===== src/rtl/wt_column_loader.sv =====
// wt_column_loader: turns a serial, column-major stream of weight words into
// one column write per RAM column. Columns are written in order for every
// layer, and each column is zero-padded to MAX_NEURONS entries.
// Optional feature macro: LOAD_CHECKSUM_EN adds a 16-bit running checksum
// output that sums the low half of every accepted word.
module wt_column_loader #(
  parameter int DATA_W      = 32,
  parameter int MAX_NEURONS = 8,
  parameter int MAX_DEPTH   = 4
) (
  input  logic                                 clk,
  input  logic                                 rst_n,
  input  logic                                 start,
  input  logic [$clog2(MAX_DEPTH+1)-1:0]       cfg_layers,
  input  logic [$clog2(MAX_NEURONS+1)-1:0]     cfg_cols,
  input  logic [$clog2(MAX_NEURONS+1)-1:0]     cfg_rows,
  input  logic                                 in_valid,
  output logic                                 in_ready,
  input  logic [DATA_W-1:0]                    in_data,
  output logic                                 ram_rw,
  output logic [31:0]                          ram_layer,
  output logic [31:0]                          ram_col,
  output logic [MAX_NEURONS*DATA_W-1:0]        ram_column,
  output logic                                 busy,
  output logic                                 done,
  output logic                                 cfg_err
`ifdef LOAD_CHECKSUM_EN
  ,
  output logic [15:0]                          checksum
`endif
);

  localparam int LW = $clog2(MAX_DEPTH + 1);
  localparam int NW = $clog2(MAX_NEURONS + 1);

  typedef enum logic [1:0] {
    IDLE,
    COLLECT,
    WRITE,
    FINISH
  } state_t;

  state_t state, next_state;

  logic [LW-1:0]     layers_q, layer;
  logic [NW-1:0]     cols_q, rows_q, col, row;
  logic [DATA_W-1:0] col_buf [MAX_NEURONS];
  logic [MAX_NEURONS*DATA_W-1:0] next_column;

  logic accept, last_row, last_col, last_layer, cfg_ok;

  assign in_ready = (state == COLLECT);
  assign ram_rw   = (state == WRITE);
  assign busy     = (state != IDLE);
  assign done     = (state == FINISH);

  assign accept     = in_valid && in_ready;
  assign last_row   = (row == rows_q - NW'(1));
  assign last_col   = (col == cols_q - NW'(1));
  assign last_layer = (layer == layers_q - LW'(1));

  assign cfg_ok = (cfg_layers != '0) && (cfg_layers <= LW'(MAX_DEPTH)) &&
                  (cfg_cols   != '0) && (cfg_cols   <= NW'(MAX_NEURONS)) &&
                  (cfg_rows   != '0) && (cfg_rows   <= NW'(MAX_NEURONS));

  // Column image as it will look once the word on in_data lands at buf[row]
  always_comb begin
    next_column = '0;
    for (int i = 0; i < MAX_NEURONS; i++) begin
      next_column[i*DATA_W +: DATA_W] = (row == NW'(i)) ? in_data : col_buf[i];
    end
  end

  // State register
  always_ff @(posedge clk or negedge rst_n) begin
    if (!rst_n) begin
      state <= IDLE;
    end else begin
      state <= next_state;
    end
  end

  // Next-state logic; WRITE and FINISH each last exactly one cycle
  always_comb begin
    next_state = state;
    case (state)
      IDLE:    if (start && cfg_ok) next_state = COLLECT;
      COLLECT: if (accept && last_row) next_state = WRITE;
      WRITE:   next_state = (last_col && last_layer) ? FINISH : COLLECT;
      FINISH:  next_state = IDLE;
      default: next_state = IDLE;
    endcase
  end

  // Datapath: config latch, counters, column buffer and RAM-facing registers
  always_ff @(posedge clk or negedge rst_n) begin
    if (!rst_n) begin
      layers_q   <= '0;
      cols_q     <= '0;
      rows_q     <= '0;
      layer      <= '0;
      col        <= '0;
      row        <= '0;
      ram_layer  <= '0;
      ram_col    <= '0;
      ram_column <= '0;
      cfg_err    <= 1'b0;
      for (int i = 0; i < MAX_NEURONS; i++) col_buf[i] <= '0;
`ifdef LOAD_CHECKSUM_EN
      checksum   <= '0;
`endif
    end else begin
      cfg_err <= 1'b0;
      case (state)
        IDLE: begin
          if (start) begin
            if (cfg_ok) begin
              layers_q <= cfg_layers;
              cols_q   <= cfg_cols;
              rows_q   <= cfg_rows;
              layer    <= '0;
              col      <= '0;
              row      <= '0;
              for (int i = 0; i < MAX_NEURONS; i++) col_buf[i] <= '0;
`ifdef LOAD_CHECKSUM_EN
              checksum <= '0;
`endif
            end else begin
              cfg_err <= 1'b1;
            end
          end
        end
        COLLECT: begin
          if (accept) begin
            for (int i = 0; i < MAX_NEURONS; i++) begin
              if (row == NW'(i)) col_buf[i] <= in_data;
            end
            row <= row + NW'(1);
`ifdef LOAD_CHECKSUM_EN
            checksum <= checksum + in_data[15:0];
`endif
            if (last_row) begin
              ram_layer  <= 32'(layer);
              ram_col    <= 32'(col);
              ram_column <= next_column;
            end
          end
        end
        WRITE: begin
          row <= '0;
          for (int i = 0; i < MAX_NEURONS; i++) col_buf[i] <= '0;
          if (last_col) begin
            col <= '0;
            if (!last_layer) layer <= layer + LW'(1);
          end else begin
            col <= col + NW'(1);
          end
        end
        default: begin
        end
      endcase
    end
  end

endmodule

===== config.mk =====
export PLATFORM = sky130hd
export DESIGN_NAME = wt_column_loader
export DESIGN_NICKNAME = d
export VERILOG_FILES = /design/src/rtl/wt_column_loader.sv
export SDC_FILE = /design/constraint.sdc
export NUM_CORES = 1
export LEC_CHECK = 0
export ABC_CLOCK_PERIOD_IN_PS = 3500
export BUFFER_PORTS_ARGS = -buffer_cell sky130_fd_sc_hd__buf_4
export CAP_MARGIN = 5
export CORE_MARGIN = 2
export CORE_UTILIZATION = 40
export CTS_CLUSTER_DIAMETER = 80
export CTS_CLUSTER_SIZE = 8
export DETAILED_ROUTE_END_ITERATION = 10
export GPL_TIMING_DRIVEN = 0
export MAX_ROUTING_LAYER = met4
export PLACE_DENSITY = 0.65
export SYNTH_ARGS = -nofsm -noshare
export SYNTH_HDL_FRONTEND = slang
export SYNTH_SLANG_ARGS = --single-unit
export TNS_END_PERCENT = 20

===== constraint.sdc =====
create_clock -name clk -period 3.5 [get_ports clk]
set_clock_uncertainty 0.2 [all_clocks]
set_input_delay 0.175 -clock clk [delete_from_list [all_inputs] [get_ports clk]]
set_output_delay 0.175 -clock clk [all_outputs]
set_load 0.01 [all_outputs]

# Word level (Yosys, flattened, before mapping)
# Cells that the tools add are included.
# W data, S select, Z words.
[totals]
regBits = 544
in_bits = 47
output_inout_bits = 325
wordCells = 101
[op_classes]
n_addsub = 6
magnitude_cmp = 3
n_eq_ne = 20
n_mux = 30
reduce_logical = 23
[ops]
columns = ["operator", "n"]
rows = [
  ["$mux W256", 3],
  ["$pmux W256 S3", 1],
  ["$mux W32", 8],
  ["$eq A4 B3 Y1 const B", 4],
  ["$mux W4", 4],
  ["$mux W3", 4],
  ["$pmux W4 S3", 1],
  ["$logic_and A1 B1 Y1", 9],
  ["$reduce_and A3 Y1", 3],
  ["$add A4 B1 Y4 const B", 2],
  ["$eq A4 B2 Y1 const B", 2],
  ["$eq A4 B4 Y1", 2],
  ["$le A4 B4 Y1 const B", 2],
  ["$ne A2 B2 Y1 const B", 4],
  ["$pmux W2 S4", 1],
  ["$pmux W4 S2", 1],
  ["$reduce_bool A4 Y1", 2],
  ["$sub A4 B1 Y4 const B", 2],
  ["$mux W2", 3],
  ["$ne A2 B1 Y1 const B", 3],
  ["$pmux W3 S2", 1],
  ["$reduce_bool A3 Y1", 2],
  ["$reduce_and A5 Y1", 1],
  ["$eq A2 B2 Y1 const B", 2],
  ["other kinds (12)", 15],
]

# Logic depth before layout (Yosys ltp)
# Gate-level depths: netlist of the first run.
[depth]
depth_word = 9
mapped_depth = 8
ltp_nobuf = 7

# Least setup slack after synthesis of the first run
# No wires, ideal clock.
[synth_path]
path_type = "flip-flop to flip-flop"
from = "register row[0]"
to = "register ram_column[75]"
setup_ns = 0.128
arrival_ns = 1.998
required_ns = 3.172
setup_slack_ns = 1.175
path_stages_with_launch = 7
path_buffers = 1
period_less_slack_ns = 2.325
path_cell_list = "dfrtp_1 > inv_1 > ha_1 > nor3b_1 > clkbuf_1 > mux2_2 > mux2_1"
[synth_via]
elab_chain_len = 2
word_cells_on_any_way = 4
classes_between = "eq/ne: 2; mux: 1; reduce/logical: 1"
[synth_rtl]
columns = ["element", "line_no", "rtl"]
rows = [
  ["start, declared", "46", "logic [NW-1:0] cols_q, rows_q, col, row;"],
  ["start signal, assigned", "138", "row <= row + NW'(1);"],
  ["$eq A4 B4 Y1 / $eq A4 B2 Y1 (equally long branches)", "58, 70", ""],
  ["$reduce_and A3 Y1 (no source line) / $mux W32 (equally long branches)", "--", ""],
  ["end signal, assigned", "145", "ram_column <= next_column;"],
  ["end, declared", "23", "output logic [MAX_NEURONS*DATA_W-1:0] ram_column,"],
]
# Parallel ways exist; a longest one is shown, timed or not.
# A chain may end at the register's enable or synchronous reset.

# Final worst setup path of the first run
# Same ends and word-level chain as after synthesis.

==> results of run 1 <==
cell usage in the layout (no fill, tap or decap), types with 2 or more instances in the layout:
cell             n
inv_1           14
dfrtp_1        544
nand3_1          8
clkbuf_1        79
o31a_1           2
nand2_1        106
clkbuf_16       79
buf_4          376
xnor2_1          8
o32ai_1          2
nand2b_1         2
o2bb2ai_1        2
mux2i_1          5
conb_1          57
and2_1           2
or4_1            2
mux2_1         204
nor3b_1          2
mux2_2         292
nor2_1          16
nand2_4          8
a21oi_1          3
nor4_1           2
xor2_1           3
a22o_1         258
buf_6           24
o21ai_0         13
buf_16           6
inv_6            3
dlygate4sd3_1   47
nor3_1           3
buf_1            9
buf_2           27
ha_1             9
path summary, 6_finish.rpt:
path	from	endpoint	slack [ns]	cells past startpoint
setup / recovery	row[0]	ram_column[75]	0.34	6
hold / removal	rst_n	ram_column[74]	0.03	3
setup reg to reg	row[0]	ram_column[75]	0.34	6
hold reg to reg	ram_layer[1]	ram_layer[1]	0.29	1
max in group asynchronous	rst_n	ram_column[152]	1.63	5
min in group clk	cfg_layers[2]	layers_q[2]	0.19	3
registers in the layout (all words and copies together), names as in the netlist:
| signal | cells |
|---|---|
| layers_q | 3 |
| layer | 3 |
| ram_col | 4 |
| state | 2 |
| ram_layer | 3 |
| ram_column | 256 |
| cols_q | 4 |
| rows_q | 4 |
| col | 4 |
| col_buf | 256 |
| row | 4 |
| cfg_err | 1 |
final cells by class:
type                    instances  area [µm²]
fillers                      5128       29000
repair buffers                367        3000
flip-flops and latches        544       13600
inverters                      14        52.6
multi-input cells            1034        9380
plain buffers                 200        1200
well taps                     773         967
diodes                          1        2.50
clock buffers                  81        1980
clock inverters                 5        55.1
critical path, stage by stage, from the launching register on:
cell	delay [ns]
dfrtp_1	0.43
inv_1	0.17
ha_1	0.22
nor3b_1	0.58
clkbuf_1	0.74
mux2_2	0.42
mux2_1	0.28
report_power, final:
group	internal, mW	total [mW]	switching [mW]
logic	4.54	8.98	4.44
clock network	3.97	6.63	2.66
registers	8.29	9.64	1.35
timing repair:
item                                   CTS  global route
hold buffers                            48             0
endpoints found under the hold margin  547             0
resized for setup                        0             0
metal layers:
metal / vias to the layer above / track usage (%) / routed length (µm)
met4: 0 / 8.12 / 2090
met2: 588 / 37.9 / 34600
met3: 120 / 5.54 / 4970
met5: - / - / 0
li1: 7160 / - / -
met1: 8530 / 30.9 / 31500
cells by family (layout without fill, tap and decap cells):
group | count (synthesis) | count (layout)
compound gates | 292 | 292
simple gates | 162 | 162
buf+inv | 214 | 667
xor+xnor | 13 | 13
mux | 501 | 501
flops | 544 | 544
other cells | 1 | 58
fa+ha+maj | 9 | 9
per-stage QoR:
step	hold WS, ns	instances
finish	0.0257	3019
global route	0.0700	3019
CTS	0.00606	3018
detailed placement	-0.0147	2884
global placement	0.226	2879
floorplan	-0.321	1792
==> summary.txt, run 1 <==
Run status
  • Run status: complete, no violations

Critical path
  • Arrival time worst endpoint: 3.43 ns
  • CP Max Fanout: 10
  • Crit path kind: flop to flop
  • Startpoint type of the worst setup path: flop
  • Crit path required time: between 3 and 4 ns
  • Worst setup EP type: flop

Yosys
  • Main combinational cell family by area after synthesis: multiplexers
  • Total standard cell area after synthesis: 24000 µm²
  • Count leader, synth: dfrtp_1
  • Synth top cells by count: dfrtp_1 (544), mux2_2 (292), a22o_1 (258), mux2_1 (204), nand2_1 (106)
  • Mapped Cells: about 1700
  • Top_reg_cell synth: dfrtp_1
  • Seq cells post-synth: between 500 and 600
  • Post-synthesis mux area share: 23.4%
  • Adder-Cell Fraction of Synth Area: 0.469%
  • Synth warn: 0
  • Synth Area in Compound Gates: about a tenth
  • Sequential share of the synthesized area: 56.6%
  • Async SR Flop Fraction: 100%
  • Post-synth top area share: approximately 57%
  • Mean Syn Cell Area: around 14 µm²
  • Number of flops mapped to enable cells by yosys: 0
  • Synth top area cells: dfrtp_1 (57%), mux2_2 (14%), mux2_1 (9.6%)
  • XOR/XNOR share of the synthesized area: 0.593%
  • Synth area leader: dfrtp_1
  • Post-synthesis simple-gate area fraction: 3.14%
  • Post-synth cell types: 55

Power
  • Cell Pwr Density: ~830 nW/µm²
  • Final Power: 25.3 mW
  • Leakage power: 15.7 nW
  • VDD IR-drop max: 367 µV

CTS
  • Clk_lat worst skew: 0.60 ns
  • TritonCTS clock tree: yes
  • H-tree depth: 3
  • CTS root buf: clkbuf_16
  • CTS buffer count: 78
  • Reg clk slew, reported paths: 0.05 ns
  • Max Buffers Root-to-Sink: 3
  • Post-CTS setup buffer count: 0
  • CTS Sinks: 544

Placement
  • GP Congestion: 0.863
  • Placed standard-cell area: 27700 µm²
  • Place WS: 0.395 ns
  • Dpl hpwl: 50800 µm
  • IO buf count: 314

Routing
  • Antenna-violating nets left: 0
  • Drt total wl: 73200 µm
  • WL per Instance: 24.2 µm
  • DR iter-0 viols: roughly 1100
  • Number of remaining DRC errors: 0
  • Vias after detailed routing: 16400
  • Vias/cell: 5.43
  • Drt pass-1 iters: 5

Global routing
  • GRT Resource Usage Total: 24.1%
  • Initial antenna violation count: 1
  • Global-route wire length before repair: between 100000 and 150000 µm
  • Number of global-route vias before repair: roughly 17000
  • Overflow after GRT: 0
  • Largest net degree at the start of global routing: 119

Timing
  • Final Hold Fails: 0
  • Worst slew pin tran: 1.01 ns
  • Final Critical Period: 3.16 ns
  • Setup TNS: 0 ns
  • Slew headroom: between 30% and 40%
  • RSZ-0062 raised after global routing: false
  • FMAX: ~320 MHz
  • Final period utilization: roughly nine tenths
  • Final Max Slew Viols: 0
  • Endpoints failing setup: 0
  • Final WS setup: 0.344 ns

Floorplanning
  • Initial core utilization: between 40% and 50%
  • Die area: 62100 µm²
  • Rows: slightly below 90
  • Boundary pin count: 372
  • Die Height: around 250 µm
  • Die width: 249 µm
  • Core area: 59200 µm²

Final layout
  • Layout area overhead: 25.9%
  • Share of layout cells above drive strength 1: 36.8%
  • Net count, final: 2295
  • Final core utilization: 51.1%
  • Design area: ~30000 µm²

Min path
  • Hold WC Path Type: input pin to asynchronous set/reset pin

Flow run
  • # Max-Cap Violations: 0
(Power assumes the default switching activity.)
==> run 2, diff against run 1 <==
- REMOVE_ABC_BUFFERS: default -> 1
==> run 2 against run 1 <==
Net effect: wire length is 11% lower; fmax is 6.0% lower; first-iteration DRC count is 13% higher; count of clock-buffer cells in the layout is 2 higher; critical path depth is 5 higher; sequential cell count stayed put; cell count is 5.5% lower; design area is 1.1% lower; register-to-register slack worse by 0.20 ns; via count is 4.3% lower; largest cell class unchanged; total power is 0.54% lower.
==> summary.txt, run 2 (same netlist as run 1, synthesis figures left out) <==
Run status
  • Run status: complete, no violations

Final layout
  • Highest-count cells in the layout ignoring fill and taps: dfrtp_1 (543), buf_4 (315), mux2_2 (292)
  • Area of the multi-input gates: 9480 µm² (+1.1%)
  • Most common cell after layout, fill and taps aside: dfrtp_1
  • Biggest regs: col_buf (256), ram_column (256)
  • Storage element area: 13600 µm² (about the same)
  • Net count, final: 2128 (-7.3%)
  • Filler cells: 5015 (-2.2%)
  • Layout area overhead: 24.5%
  • Share of layout cells above drive strength 1: 36.8% (about the same)
  • Final core utilization: 50.5% (-0.54 points)

Power
  • Final Power: 25.1 mW (-0.54%)
  • VDD IR-drop max: 459 µV (+25%)
  • Cell Pwr Density: 839 nW/µm² (+0.53%)
  • Leakage power: 15.5 nW (-1.7%)

Placement
  • IO buf count: 314 (unchanged)
  • GP Congestion: 0.727 (-16%)
  • Dpl hpwl: 42300 µm (-17%)

CTS
  • TritonCTS clock tree: yes
  • H-tree depth: 3 (unchanged)
  • CTS Sinks: 544 (unchanged)
  • Max Buffers Root-to-Sink: 3 (unchanged)
  • CTS buffer count: 78 (unchanged)
  • Clk_lat worst skew: 0.60 ns (about the same)
  • CTS root buf: clkbuf_16
  • Reg clk slew, reported paths: 0.05 ns (about the same)

Floorplanning
  • Die area: 62100 µm² (unchanged)
  • Boundary pin count: 372 (unchanged)
  • Rows: 89 (unchanged)
  • Core area: 59200 µm² (unchanged)
  • Die width: 249 µm (unchanged)
  • Die Height: 249 µm (unchanged)
  • Initial core utilization: 40.6% (unchanged)

Timing
  • Final period utilization: 96.0% (+5.8 points)
  • RSZ-0062 raised after global routing: false
  • Final Hold Fails: 0 (unchanged)
  • Final Max Slew Viols: 0 (unchanged)
  • Endpoints failing setup: 0 (unchanged)
  • Worst Hold Slack: 0.161 ns (+0.135 ns)
  • FMAX: 298 MHz (-6.0%)
  • Slew headroom: 35.5% (+2.6 points)
  • Final Critical Period: 3.36 ns (+0.203 ns)
  • Worst slew pin tran: 0.968 ns (-0.0394 ns)

Critical path
  • CP Max Fanout: 25 (+15)
  • Crit path required time: 3.77 ns (about the same)
  • Arrival time worst endpoint: 3.63 ns (+0.20 ns)
  • Worst setup EP type: flop
  • Startpoint type of the worst setup path: flop
  • Crit path kind: flop to flop

Global routing
  • Initial antenna violation count: 1 (unchanged)
  • GRT Resource Usage Total: 21.5% (-2.7 points)
  • Overflow after GRT: 0 (unchanged)
  • Number of global-route vias before repair: 16100 (-6.4%)
  • Global-route wire length before repair: 100000 µm (-8.6%)
  • Largest net degree at the start of global routing: 126 (+5.9%)

Flow run
  • # Max-Cap Violations: 0 (unchanged)

Routing
  • Number of remaining DRC errors: 0 (unchanged)
  • DR iter-0 viols: 1221 (+13%)
  • WL per Instance: 22.9 µm (-5.7%)
  • Drt pass-1 iters: 6 (+1)
  • Vias/cell: 5.50 (+1.3%)
  • Drt total wl: 65200 µm (-11%)
  • Antenna-violating nets left: 0 (unchanged)
  • Vias after detailed routing: 15700 (-4.3%)

Min path
  • Hold WC Path Type: input pin to flop
==> run 2: changes by cell type in the layout (fill, tap and decap cells not counted), sizes merged <==
cell         change
buf             -91
clkbuf          -75
clkinv           +1
dlygate4sd3      +1
inv              -2
==> run 2: critical path, stage by stage, from the launching register on <==
cell       delay [ns]
dfrtp_1          0.53
and2b_1          0.39
nand2_4          0.19
nor2_1           0.24
o2111ai_4        0.21
buf_16           0.24
buf_16           0.17
buf_16           0.16
buf_12           0.17
buf_12           0.18
buf_16           0.17
mux2_1           0.33
==> run 2: worst paths after layout <==
check                                    start         endpoint  slack (ns)  cells after the start
worst max-delay path                  state[1]  ram_column[109]        0.14                     11
worst min-delay path             cfg_layers[1]      layers_q[1]        0.16                      3
worst max register to register        state[1]  ram_column[109]        0.14                     11
worst min register to register  ram_column[45]   ram_column[45]        0.29                      1
max in group asynchronous                rst_n     col_buf[162]        1.09                      5
min in group asynchronous                rst_n   ram_column[52]        0.45                      3
==> run 2: power breakdown <==
part / total (mW) / leakage, nW / internal, mW / switching (mW)
Sequential: 9.62 / 7.42 / 8.29 / 1.33
Combinational: 8.76 / 7.02 / 4.40 / 4.37
Clock: 6.74 / 1.04 / 4.11 / 2.63
Total: 25.1 / 15.5 / 16.8 / 8.32
==> run 2: per-stage QoR <==
stage / TNS, ns / instance area, µm² / setup slack, ns / std cells
6_report: 0 / 29900 / 0.141 / 2853
5_1_grt: 0 / 29900 / 0.00888 / 2853
4_1_cts: 0 / 29900 / 0.0498 / 2852
3_5_place_dp: -7.76 / 27300 / -0.294 / 2714
3_3_place_gp: -7791.98 / 26400 / -20.35 / 2679
2_1_floorplan: -3163.26 / 23000 / -12.40 / 1592
==> run 2: what timing repair did <==
action,4_1_cts,5_1_grt
hold buffers,49,0
buffers inserted,2,0
gates resized for setup,1,1
pin swaps,1,0
endpoints found under the hold margin,713,0
endpoints found under the setup margin,57,35
==> run 2: area by class of cell <==
cell class / count / area share [%]
Multi-Input combinational cell: 1034 / 31.7
Inverter: 14 / 0.176
Clock inverter: 4 / 0.142
Timing Repair Buffer: 400 / 12.4
Sequential cell: 544 / 45.5
Clock buffer: 83 / 6.90
Antenna cell: 1 / 0.00836
Tap cell: 773 / 3.23
==> run 2: routing by layer <==
layer	global-route usage, %	share of wire (%)	vias up
met1	28.3	44	8163
met2	33.1	47	553
met3	4.34	5.4	142
li1	-	-	6839
met5	-	0	-
met4	7.44	3.1	0
